===== src/rtl/lsu_dmem_ctrl_pkg.sv =====
// Shared types and constants for the LSU data-memory front-end.
// Access-size and FSM-state enums, byte-mask constants and small helper functions.
package lsu_pkg;

    typedef enum logic [1:0] {
        SZ_B = 2'b00,
        SZ_H = 2'b01,
        SZ_W = 2'b10,
        SZ_D = 2'b11
    } size_e;

    typedef enum logic [1:0] {
        ST_IDLE   = 2'b00,
        ST_ACCESS = 2'b01,
        ST_RESP   = 2'b10
    } state_e;

    localparam logic [7:0] MASK_B = 8'h01;
    localparam logic [7:0] MASK_H = 8'h03;
    localparam logic [7:0] MASK_W = 8'h0F;
    localparam logic [7:0] MASK_D = 8'hFF;

    function automatic logic [7:0] size_mask(input size_e sz);
        case (sz)
            SZ_B:    return MASK_B;
            SZ_H:    return MASK_H;
            SZ_W:    return MASK_W;
            default: return MASK_D;
        endcase
    endfunction

    // Natural alignment: the low address bits covered by the access width must be zero.
    function automatic logic is_misaligned(input size_e sz, input logic [2:0] off);
        case (sz)
            SZ_B:    return 1'b0;
            SZ_H:    return off[0] != 1'b0;
            SZ_W:    return off[1:0] != 2'b00;
            default: return off != 3'b000;
        endcase
    endfunction

endpackage


===== src/rtl/lsu_dmem_ctrl_if.sv =====
// Request/response handshake plus data-memory port bundle for lsu_dmem_ctrl.
// slave: the LSU itself; master: the pipeline stage and memory around it.
interface lsu_dmem_ctrl_if #(
    parameter int XLEN = 64
) ();
    logic            req_valid;
    logic            req_ready;
    logic            req_wen;
    logic [XLEN-1:0] req_addr;
    logic [XLEN-1:0] req_wdata;
    logic [1:0]      req_size;
    logic            req_unsigned;

    logic            resp_valid;
    logic            resp_ready;
    logic [XLEN-1:0] resp_rdata;
    logic            resp_err;

    logic            dmem_en;
    logic            dmem_wen;
    logic [XLEN-1:0] dmem_addr;
    logic [XLEN-1:0] dmem_wdata;
    logic [XLEN-1:0] dmem_wmask;
    logic [XLEN-1:0] dmem_rdata;

    modport slave (
        input  req_valid, req_wen, req_addr, req_wdata, req_size, req_unsigned,
        input  resp_ready, dmem_rdata,
        output req_ready, resp_valid, resp_rdata, resp_err,
        output dmem_en, dmem_wen, dmem_addr, dmem_wdata, dmem_wmask
    );

    modport master (
        output req_valid, req_wen, req_addr, req_wdata, req_size, req_unsigned,
        output resp_ready, dmem_rdata,
        input  req_ready, resp_valid, resp_rdata, resp_err,
        input  dmem_en, dmem_wen, dmem_addr, dmem_wdata, dmem_wmask
    );
endinterface


===== src/rtl/lsu_dmem_ctrl_align.sv =====
// Combinational alignment datapath: misalignment check, byte mask, store shift, load extend.
// The check port looks at the incoming request; the datapath ports look at the latched one.
import lsu_pkg::*;

module lsu_align #(
    parameter int XLEN = 64
) (
    input  logic [2:0]      i_chk_off,
    input  size_e           i_chk_size,
    output logic            o_misaligned,
    input  logic [2:0]      i_off,
    input  size_e           i_size,
    input  logic            i_unsigned,
    input  logic [XLEN-1:0] i_wdata,
    input  logic [XLEN-1:0] i_rdata,
    output logic [7:0]      o_wmask,
    output logic [XLEN-1:0] o_wdata,
    output logic [XLEN-1:0] o_rdata
);
    logic [5:0]      w_bit_sh;
    logic [XLEN-1:0] w_rsh;

    assign o_misaligned = is_misaligned(i_chk_size, i_chk_off);
    assign w_bit_sh     = {i_off, 3'b000};
    assign o_wmask      = size_mask(i_size) << i_off;
    assign o_wdata      = i_wdata << w_bit_sh;
    assign w_rsh        = i_rdata >> w_bit_sh;

    always_comb begin
        o_rdata = w_rsh;
        case (i_size)
            SZ_B:    o_rdata = {{(XLEN-8){~i_unsigned & w_rsh[7]}},   w_rsh[7:0]};
            SZ_H:    o_rdata = {{(XLEN-16){~i_unsigned & w_rsh[15]}}, w_rsh[15:0]};
            SZ_W:    o_rdata = {{(XLEN-32){~i_unsigned & w_rsh[31]}}, w_rsh[31:0]};
            default: o_rdata = w_rsh;
        endcase
    end

endmodule


===== src/rtl/lsu_dmem_ctrl.sv =====
// Load/store front-end for the ram_2r1w data port: one request in flight,
// single-cycle memory access, registered response with misalignment flag and event counters.
import lsu_pkg::*;

module lsu_dmem_ctrl #(
    parameter int XLEN  = 64,
    parameter int CNT_W = 32
) (
    input  logic             clk,
    input  logic             rst_n,
    lsu_dmem_ctrl_if.slave   lsu,
    output logic [CNT_W-1:0] ld_cnt,
    output logic [CNT_W-1:0] st_cnt,
    output logic [CNT_W-1:0] err_cnt
);
    state_e            r_state;
    state_e            w_next;

    logic              r_wen;
    logic              r_unsigned;
    size_e             r_size;
    logic [XLEN-1:0]   r_addr;
    logic [XLEN-1:0]   r_wdata;

    logic [XLEN-1:0]   r_resp_rdata;
    logic              r_resp_err;
    logic [CNT_W-1:0]  r_ld_cnt;
    logic [CNT_W-1:0]  r_st_cnt;
    logic [CNT_W-1:0]  r_err_cnt;

    logic              w_accept;
    logic              w_access;
    logic              w_resp_hs;
    logic              w_dmem_go;
    logic              w_req_mis;
    logic [7:0]        w_wmask8;
    logic [XLEN-1:0]   w_wdata_sh;
    logic [XLEN-1:0]   w_rdata_ext;

    lsu_align #(.XLEN(XLEN)) u_align (
        .i_chk_off    (lsu.req_addr[2:0]),
        .i_chk_size   (size_e'(lsu.req_size)),
        .o_misaligned (w_req_mis),
        .i_off        (r_addr[2:0]),
        .i_size       (r_size),
        .i_unsigned   (r_unsigned),
        .i_wdata      (r_wdata),
        .i_rdata      (lsu.dmem_rdata),
        .o_wmask      (w_wmask8),
        .o_wdata      (w_wdata_sh),
        .o_rdata      (w_rdata_ext)
    );

    always_ff @(posedge clk) begin
        if (!rst_n) r_state <= ST_IDLE;
        else        r_state <= w_next;
    end

    always_comb begin
        w_next         = r_state;
        lsu.req_ready  = 1'b0;
        lsu.resp_valid = 1'b0;
        w_access       = 1'b0;
        case (r_state)
            ST_IDLE: begin
                lsu.req_ready = 1'b1;
                if (lsu.req_valid) w_next = w_req_mis ? ST_RESP : ST_ACCESS;
            end
            ST_ACCESS: begin
                w_access = 1'b1;
                w_next   = ST_RESP;
            end
            ST_RESP: begin
                lsu.resp_valid = 1'b1;
                lsu.req_ready  = lsu.resp_ready;
                if (lsu.resp_ready) begin
                    if (lsu.req_valid) w_next = w_req_mis ? ST_RESP : ST_ACCESS;
                    else               w_next = ST_IDLE;
                end
            end
            default: w_next = ST_IDLE;
        endcase
        w_accept  = lsu.req_valid & lsu.req_ready;
        w_resp_hs = lsu.resp_valid & lsu.resp_ready;
    end

    // Reset gates the memory strobes combinationally so no access escapes in a reset cycle.
    assign w_dmem_go       = w_access & rst_n;
    assign lsu.dmem_en     = w_dmem_go;
    assign lsu.dmem_wen    = w_dmem_go & r_wen;
    assign lsu.dmem_addr   = w_dmem_go ? {r_addr[XLEN-1:3], 3'b000} : '0;
    assign lsu.dmem_wdata  = w_dmem_go ? w_wdata_sh : '0;
    assign lsu.dmem_wmask  = w_dmem_go ? {{(XLEN-8){1'b0}}, w_wmask8} : '0;
    assign lsu.resp_rdata  = r_resp_rdata;
    assign lsu.resp_err    = r_resp_err;
    assign ld_cnt          = r_ld_cnt;
    assign st_cnt          = r_st_cnt;
    assign err_cnt         = r_err_cnt;

    always_ff @(posedge clk) begin
        if (!rst_n) begin
            r_wen        <= 1'b0;
            r_unsigned   <= 1'b0;
            r_size       <= SZ_B;
            r_addr       <= '0;
            r_wdata      <= '0;
            r_resp_rdata <= '0;
            r_resp_err   <= 1'b0;
            r_ld_cnt     <= '0;
            r_st_cnt     <= '0;
            r_err_cnt    <= '0;
        end else begin
            if (w_accept) begin
                r_wen        <= lsu.req_wen;
                r_unsigned   <= lsu.req_unsigned;
                r_size       <= size_e'(lsu.req_size);
                r_addr       <= lsu.req_addr;
                r_wdata      <= lsu.req_wdata;
                r_resp_rdata <= '0;
                r_resp_err   <= w_req_mis;
            end else if (w_resp_hs) begin
                r_resp_rdata <= '0;
                r_resp_err   <= 1'b0;
            end
            if (w_access) begin
                r_resp_rdata <= r_wen ? '0 : w_rdata_ext;
                r_resp_err   <= 1'b0;
            end
            if (w_resp_hs) begin
                if (r_resp_err)  r_err_cnt <= r_err_cnt + 1'b1;
                else if (r_wen)  r_st_cnt  <= r_st_cnt + 1'b1;
                else             r_ld_cnt  <= r_ld_cnt + 1'b1;
            end
        end
    end

endmodule

===== src/flat_wrapper.sv =====
// flat-port wrapper written by rule: the top's interface ports become plain ports
module lsu_dmem_ctrl_flat 
#(
    parameter int XLEN  = 64,
    parameter int CNT_W = 32
)
  (clk, rst_n, ld_cnt, st_cnt, err_cnt, lsu_req_valid, lsu_req_wen, lsu_req_addr, lsu_req_wdata, lsu_req_size, lsu_req_unsigned, lsu_resp_ready, lsu_dmem_rdata, lsu_req_ready, lsu_resp_valid, lsu_resp_rdata, lsu_resp_err, lsu_dmem_en, lsu_dmem_wen, lsu_dmem_addr, lsu_dmem_wdata, lsu_dmem_wmask);
  lsu_dmem_ctrl_if #(.XLEN(XLEN)) lsu_i ();
  input  logic clk;
  input  logic rst_n;
  output logic [CNT_W-1:0] ld_cnt;
  output logic [CNT_W-1:0] st_cnt;
  output logic [CNT_W-1:0] err_cnt;
  input wire logic [$bits(lsu_i.req_valid)-1:0] lsu_req_valid;
  input wire logic [$bits(lsu_i.req_wen)-1:0] lsu_req_wen;
  input wire logic [$bits(lsu_i.req_addr)-1:0] lsu_req_addr;
  input wire logic [$bits(lsu_i.req_wdata)-1:0] lsu_req_wdata;
  input wire logic [$bits(lsu_i.req_size)-1:0] lsu_req_size;
  input wire logic [$bits(lsu_i.req_unsigned)-1:0] lsu_req_unsigned;
  input wire logic [$bits(lsu_i.resp_ready)-1:0] lsu_resp_ready;
  input wire logic [$bits(lsu_i.dmem_rdata)-1:0] lsu_dmem_rdata;
  output wire logic [$bits(lsu_i.req_ready)-1:0] lsu_req_ready;
  output wire logic [$bits(lsu_i.resp_valid)-1:0] lsu_resp_valid;
  output wire logic [$bits(lsu_i.resp_rdata)-1:0] lsu_resp_rdata;
  output wire logic [$bits(lsu_i.resp_err)-1:0] lsu_resp_err;
  output wire logic [$bits(lsu_i.dmem_en)-1:0] lsu_dmem_en;
  output wire logic [$bits(lsu_i.dmem_wen)-1:0] lsu_dmem_wen;
  output wire logic [$bits(lsu_i.dmem_addr)-1:0] lsu_dmem_addr;
  output wire logic [$bits(lsu_i.dmem_wdata)-1:0] lsu_dmem_wdata;
  output wire logic [$bits(lsu_i.dmem_wmask)-1:0] lsu_dmem_wmask;
  assign lsu_i.req_valid = lsu_req_valid;
  assign lsu_i.req_wen = lsu_req_wen;
  assign lsu_i.req_addr = lsu_req_addr;
  assign lsu_i.req_wdata = lsu_req_wdata;
  assign lsu_i.req_size = lsu_req_size;
  assign lsu_i.req_unsigned = lsu_req_unsigned;
  assign lsu_i.resp_ready = lsu_resp_ready;
  assign lsu_i.dmem_rdata = lsu_dmem_rdata;
  assign lsu_req_ready = lsu_i.req_ready;
  assign lsu_resp_valid = lsu_i.resp_valid;
  assign lsu_resp_rdata = lsu_i.resp_rdata;
  assign lsu_resp_err = lsu_i.resp_err;
  assign lsu_dmem_en = lsu_i.dmem_en;
  assign lsu_dmem_wen = lsu_i.dmem_wen;
  assign lsu_dmem_addr = lsu_i.dmem_addr;
  assign lsu_dmem_wdata = lsu_i.dmem_wdata;
  assign lsu_dmem_wmask = lsu_i.dmem_wmask;
  lsu_dmem_ctrl #(.XLEN(XLEN), .CNT_W(CNT_W)) u_core (.clk(clk), .rst_n(rst_n), .lsu(lsu_i), .ld_cnt(ld_cnt), .st_cnt(st_cnt), .err_cnt(err_cnt));
endmodule

===== config.mk =====
export PLATFORM = sky130hd
export DESIGN_NAME = lsu_dmem_ctrl_flat
export DESIGN_NICKNAME = d
export VERILOG_FILES = /design/src/rtl/lsu_dmem_ctrl_pkg.sv /design/src/rtl/lsu_dmem_ctrl_if.sv /design/src/rtl/lsu_dmem_ctrl_align.sv /design/src/rtl/lsu_dmem_ctrl.sv /design/src/flat_wrapper.sv
export SDC_FILE = /design/constraint.sdc
export NUM_CORES = 1
export LEC_CHECK = 0
export BUFFER_PORTS_ARGS = -buffer_cell sky130_fd_sc_hd__clkbuf_2
export CORE_AREA = 2 2 214 216
export CTS_BUF_LIST = sky130_fd_sc_hd__clkbuf_4 sky130_fd_sc_hd__clkbuf_8
export DETAILED_ROUTE_END_ITERATION = 7
export DIE_AREA = 0 0 216 218
export GPL_TIMING_DRIVEN = 0
export MAX_ROUTING_LAYER = met4
export PLACE_DENSITY = 0.63
export SETUP_SLACK_MARGIN = 0.1
export SLEW_MARGIN = 5
export SYNTH_ARGS = -nofsm -noshare
export SYNTH_HDL_FRONTEND = slang
export SYNTH_HIERARCHICAL = 1
export SYNTH_SLANG_ARGS = --single-unit

===== constraint.sdc =====
create_clock -name clk -period 2.9 [get_ports clk]
set_input_delay 0.29 -clock clk [delete_from_list [all_inputs] [get_ports clk]]
set_output_delay 0.29 -clock clk [all_outputs]
set_load 0.02 [all_outputs]

==> results.json <==
{
  "cp_common_cell": "buf_8",
  "reg2reg_to": "u_core/r_size[0]$_SDFFE_PN0P_",
  "endpoint": "lsu_dmem_wdata[41]",
  "firstDrtPassIters": 7,
  "die_area_um2": 47090,
  "ys_top_cells_by_area": "dfxtp_1, nand2_1, a21oi_1",
  "synth_top_area_share_pct": 33.18,
  "leakage_uw": 0.01026,
  "path_class": "register to output pin",
  "synth.most_common_cell": "nand2_1",
  "top_layer": "met4",
  "fp.dieH_um": 218,
  "synth_seq_cells": 295,
  "yosysWarnings": 6,
  "final.setup.worst_slack_ns": 0.1502,
  "drc": 0,
  "io_buffers": 496,
  "worstPathMaxFanout": 10,
  "synth.avg_cell_area_um2": 8.141,
  "die_w_um": 216,
  "syn_inst": 2186,
  "grt_max_degree": 18,
  "reg2reg_depth": 8,
  "met2_length_um": 37010,
  "fin_nets": 3147,
  "hold_class": "primary input to register",
  "cp.required_ns": 2.61,
  "post-route-period-util_pct": 94.82,
  "cts_htree_levels": 2,
  "fin_skew_ns": 0.03000,
  "peakVddDrop_mv": 0.3577,
  "placed_area_um2": 21280,
  "netlist_area_um2": 17800,
  "start_util_pct": 39.64,
  "final_area_um2": 24410,
  "reg2reg_from": "u_core/r_state[1]$_SDFFE_PN0P_",
  "synth_seq_area_share_pct": 33.18,
  "drv_slew": 0,
  "syn2layout_area_growth_pct": 37.16,
  "vias": 19880,
  "met1Wirelength_um": 32360,
  "initialDrtViolationCount": 1768,
  "r2r_slack_ns": 0.33,
  "end_kind": "output pin",
  "routed_wl_um": 79280,
  "ios": 557,
  "outcome": "completed",
  "cts-root-buf": "clkbuf_8",
  "antenna_found_initial": 11,
  "cp-start-kind": "register",
  "rows": 78,
  "met3_length_um": 5580,
  "cp.arrival_ns": 2.46,
  "ys_types": 76,
  "rsz0062_at_grt": "true",
  "crit_slowest_cell": "dfxtp_4",
  "tritoncts": "yes",
  "tightestPinTransition_ns": 1.167,
  "critical_path.startpoint": "u_core/r_addr[2]$_SDFFE_PN0P_",
  "maxSlewHeadroom_pct": 22.17,
  "coreArea_um2": 44890,
  "period_needed_ns": 2.750,
  "tns_ns": 0,
  "place_congestion": 0.9672,
  "grt_remaining_overflow": 0,
  "min_path_cells": 5,
  "fmax_ghz": 0.3637,
  "powerDensity_nw_per_um2": 448.8,
  "clockBufferDepth": 3,
  "dpl.hpwl_um": 60000,
  "cts_made_buffers": 53,
  "synth_edf_count": 0,
  "report.power.total_uw": 10960,
  "yosysTopAreaCell": "dfxtp_1",
  "drtAntennaViolNets": 0,
  "path_clk_slew_ns": 0.06,
  "clock_latency_ns": 0.65,
  "via_per_inst": 5.523,
  "max-cap-violations": 0,
  "ys_top_cells_by_count": "nand2_1, dfxtp_1, a21oi_1, nor2_1, and2_1",
  "cp_slowest_stage_delay_ns": 0.37,
  "setup_viol": 0,
  "cts_sinks": 295,
  "async_reset_ff_share_pct": 0,
  "hold_viol": 0,
  "ys.flop_type": "dfxtp_1",
  "grt_first_pass_wirelength_um": 115700,
  "dp_slack_ns": -0.5949,
  "drive_above_1_share_pct": 31.55,
  "worstPathCellList": "buf_8 -> buf_8 -> buf_12 -> mux2i_4 -> nand2_1 -> o21ai_2 -> o22ai_1 -> and2_1 -> clkbuf_2",
  "grt.total_usage_pct": 33.13,
  "grt_pass1_vias": 19170,
  "wire_per_inst_um": 22.03
}
==> per-stage QoR <==
step                      util [%]  hold slack (ns)  cells
after floorplan                  -           0.4260   2244
after global placement       47.33           0.4372   3340
after detailed placement     47.39           0.4421   3342
after CTS                    53.80          0.07105   3579
after global routing         54.36           0.1300   3597
final                        54.38           0.1315   3599
==> worst max-delay path, delay by kind of cell, from the launching register on <==
family / cells / cell delay (ns)
and+or+nand+nor: 2 / 0.33
muxes: 1 / 0.19
AOI/OAI and AO/OA: 2 / 0.24
buffers and inverters: 4 / 0.66
DFF: 1 / 0.37
==> metal layers <==
layer | vias up | track usage, %
li1 | 9181 | -
met1 | 9476 | 39.98
met2 | 989 | 53.25
met3 | 231 | 5.272
met4 | 0 | 17.81
met5 | - | -
==> what timing repair did <==
action,4_1_cts,5_1_grt
buffers inserted,8,6
endpoints found under the hold margin,133,0
hold buffers,133,0
gates cloned,0,1
endpoints found under the setup margin,156,74
gates resized for setup,119,65
pin swaps,3,7
==> worst min path at each step <==
| stage | startpoint | to | slack, ns |
|---|---|---|---|
| 2_1_floorplan | lsu_req_addr[10] | u_core/r_addr[10]$_SDFFE_PN0P_ | 0.43 |
| 3_3_place_gp | u_core/r_addr[3]$_SDFFE_PN0P_ | u_core/r_addr[3]$_SDFFE_PN0P_ | 0.44 |
| 3_5_place_dp | u_core/r_addr[17]$_SDFFE_PN0P_ | u_core/r_addr[17]$_SDFFE_PN0P_ | 0.44 |
| 4_1_cts | lsu_dmem_rdata[59] | u_core/lsu.resp_rdata[59]$_SDFFE_PN0P_ | 0.07 |
| 5_1_grt | lsu_dmem_rdata[57] | u_core/lsu.resp_rdata[57]$_SDFFE_PN0P_ | 0.13 |
| 6_report | lsu_dmem_rdata[57] | u_core/lsu.resp_rdata[57]$_SDFFE_PN0P_ | 0.13 |
==> layout make-up <==
type / instances / area (um^2)
diodes: 13 / 32.53
flip-flops and latches: 295 / 5916
repair buffers: 646 / 3984
clock inverters: 13 / 102.6
well taps: 600 / 750.7
clock buffers: 84 / 1006
inverters: 11 / 45.04
plain buffers: 244 / 1757
fillers: 4242 / 20480
multi-input cells: 1693 / 10820
==> flip-flops by register name (all words and copies together), names as in the netlist <==
register	count
u_core/lsu.resp_rdata	64
u_core/r_addr	64
u_core/r_wdata	64
u_core/err_cnt	32
u_core/ld_cnt	32
u_core/st_cnt	32
u_core/r_size	2
u_core/r_state	2
u_core/lsu.resp_err	1
u_core/r_unsigned	1
u_core/r_wen	1
==> placed cells by master (no fill, tap or decap), types with 16 or more instances in the layout <==
master | Yosys | final
conb_1 | 1 | 59
nand3_2 | 16 | 16
dfxtp_1 | 295 | 291
nand4_2 | 25 | 25
a22oi_1 | 65 | 65
buf_2 | 27 | 20
and4_1 | 17 | 17
a21oi_1 | 220 | 213
mux2_4 | 26 | 26
mux2_2 | 30 | 30
buf_4 | 70 | 83
or4_1 | 46 | 46
nand3_1 | 28 | 28
nand2_1 | 389 | 389
and2_1 | 149 | 144
clkbuf_8 | 0 | 61
clkbuf_2 | 0 | 502
o21ai_0 | 52 | 39
dlygate4sd3_1 | 0 | 133
o31ai_1 | 44 | 44
clkbuf_4 | 0 | 31
o2bb2ai_1 | 16 | 16
nand4_1 | 39 | 39
mux2i_1 | 110 | 95
clkbuf_1 | 114 | 91
buf_6 | 24 | 25
nor2_1 | 154 | 149
==> cell families after synthesis <==
group | Yosys count | share of synthesized area, %
AO/OA/AOI/OAI | 458 | 15.76
XOR/XNOR | 27 | 1.329
adder cells (fa/ha/maj) | 3 | 0.2109
buffers and inverters | 256 | 8.753
flip-flops | 295 | 33.18
multiplexers | 182 | 12.38
other | 1 | 0.02107
AND/OR/NAND/NOR | 964 | 28.37
==> power by group <==
part           internal, uW  total, uW  switching [uW]  leakage, uW
registers              4200       4360             161      0.00240
logic                  1030       2450            1420      0.00725
clock network          2300       4140            1850     0.000602
No activity file was read; power rests on OpenSTA's default activity.
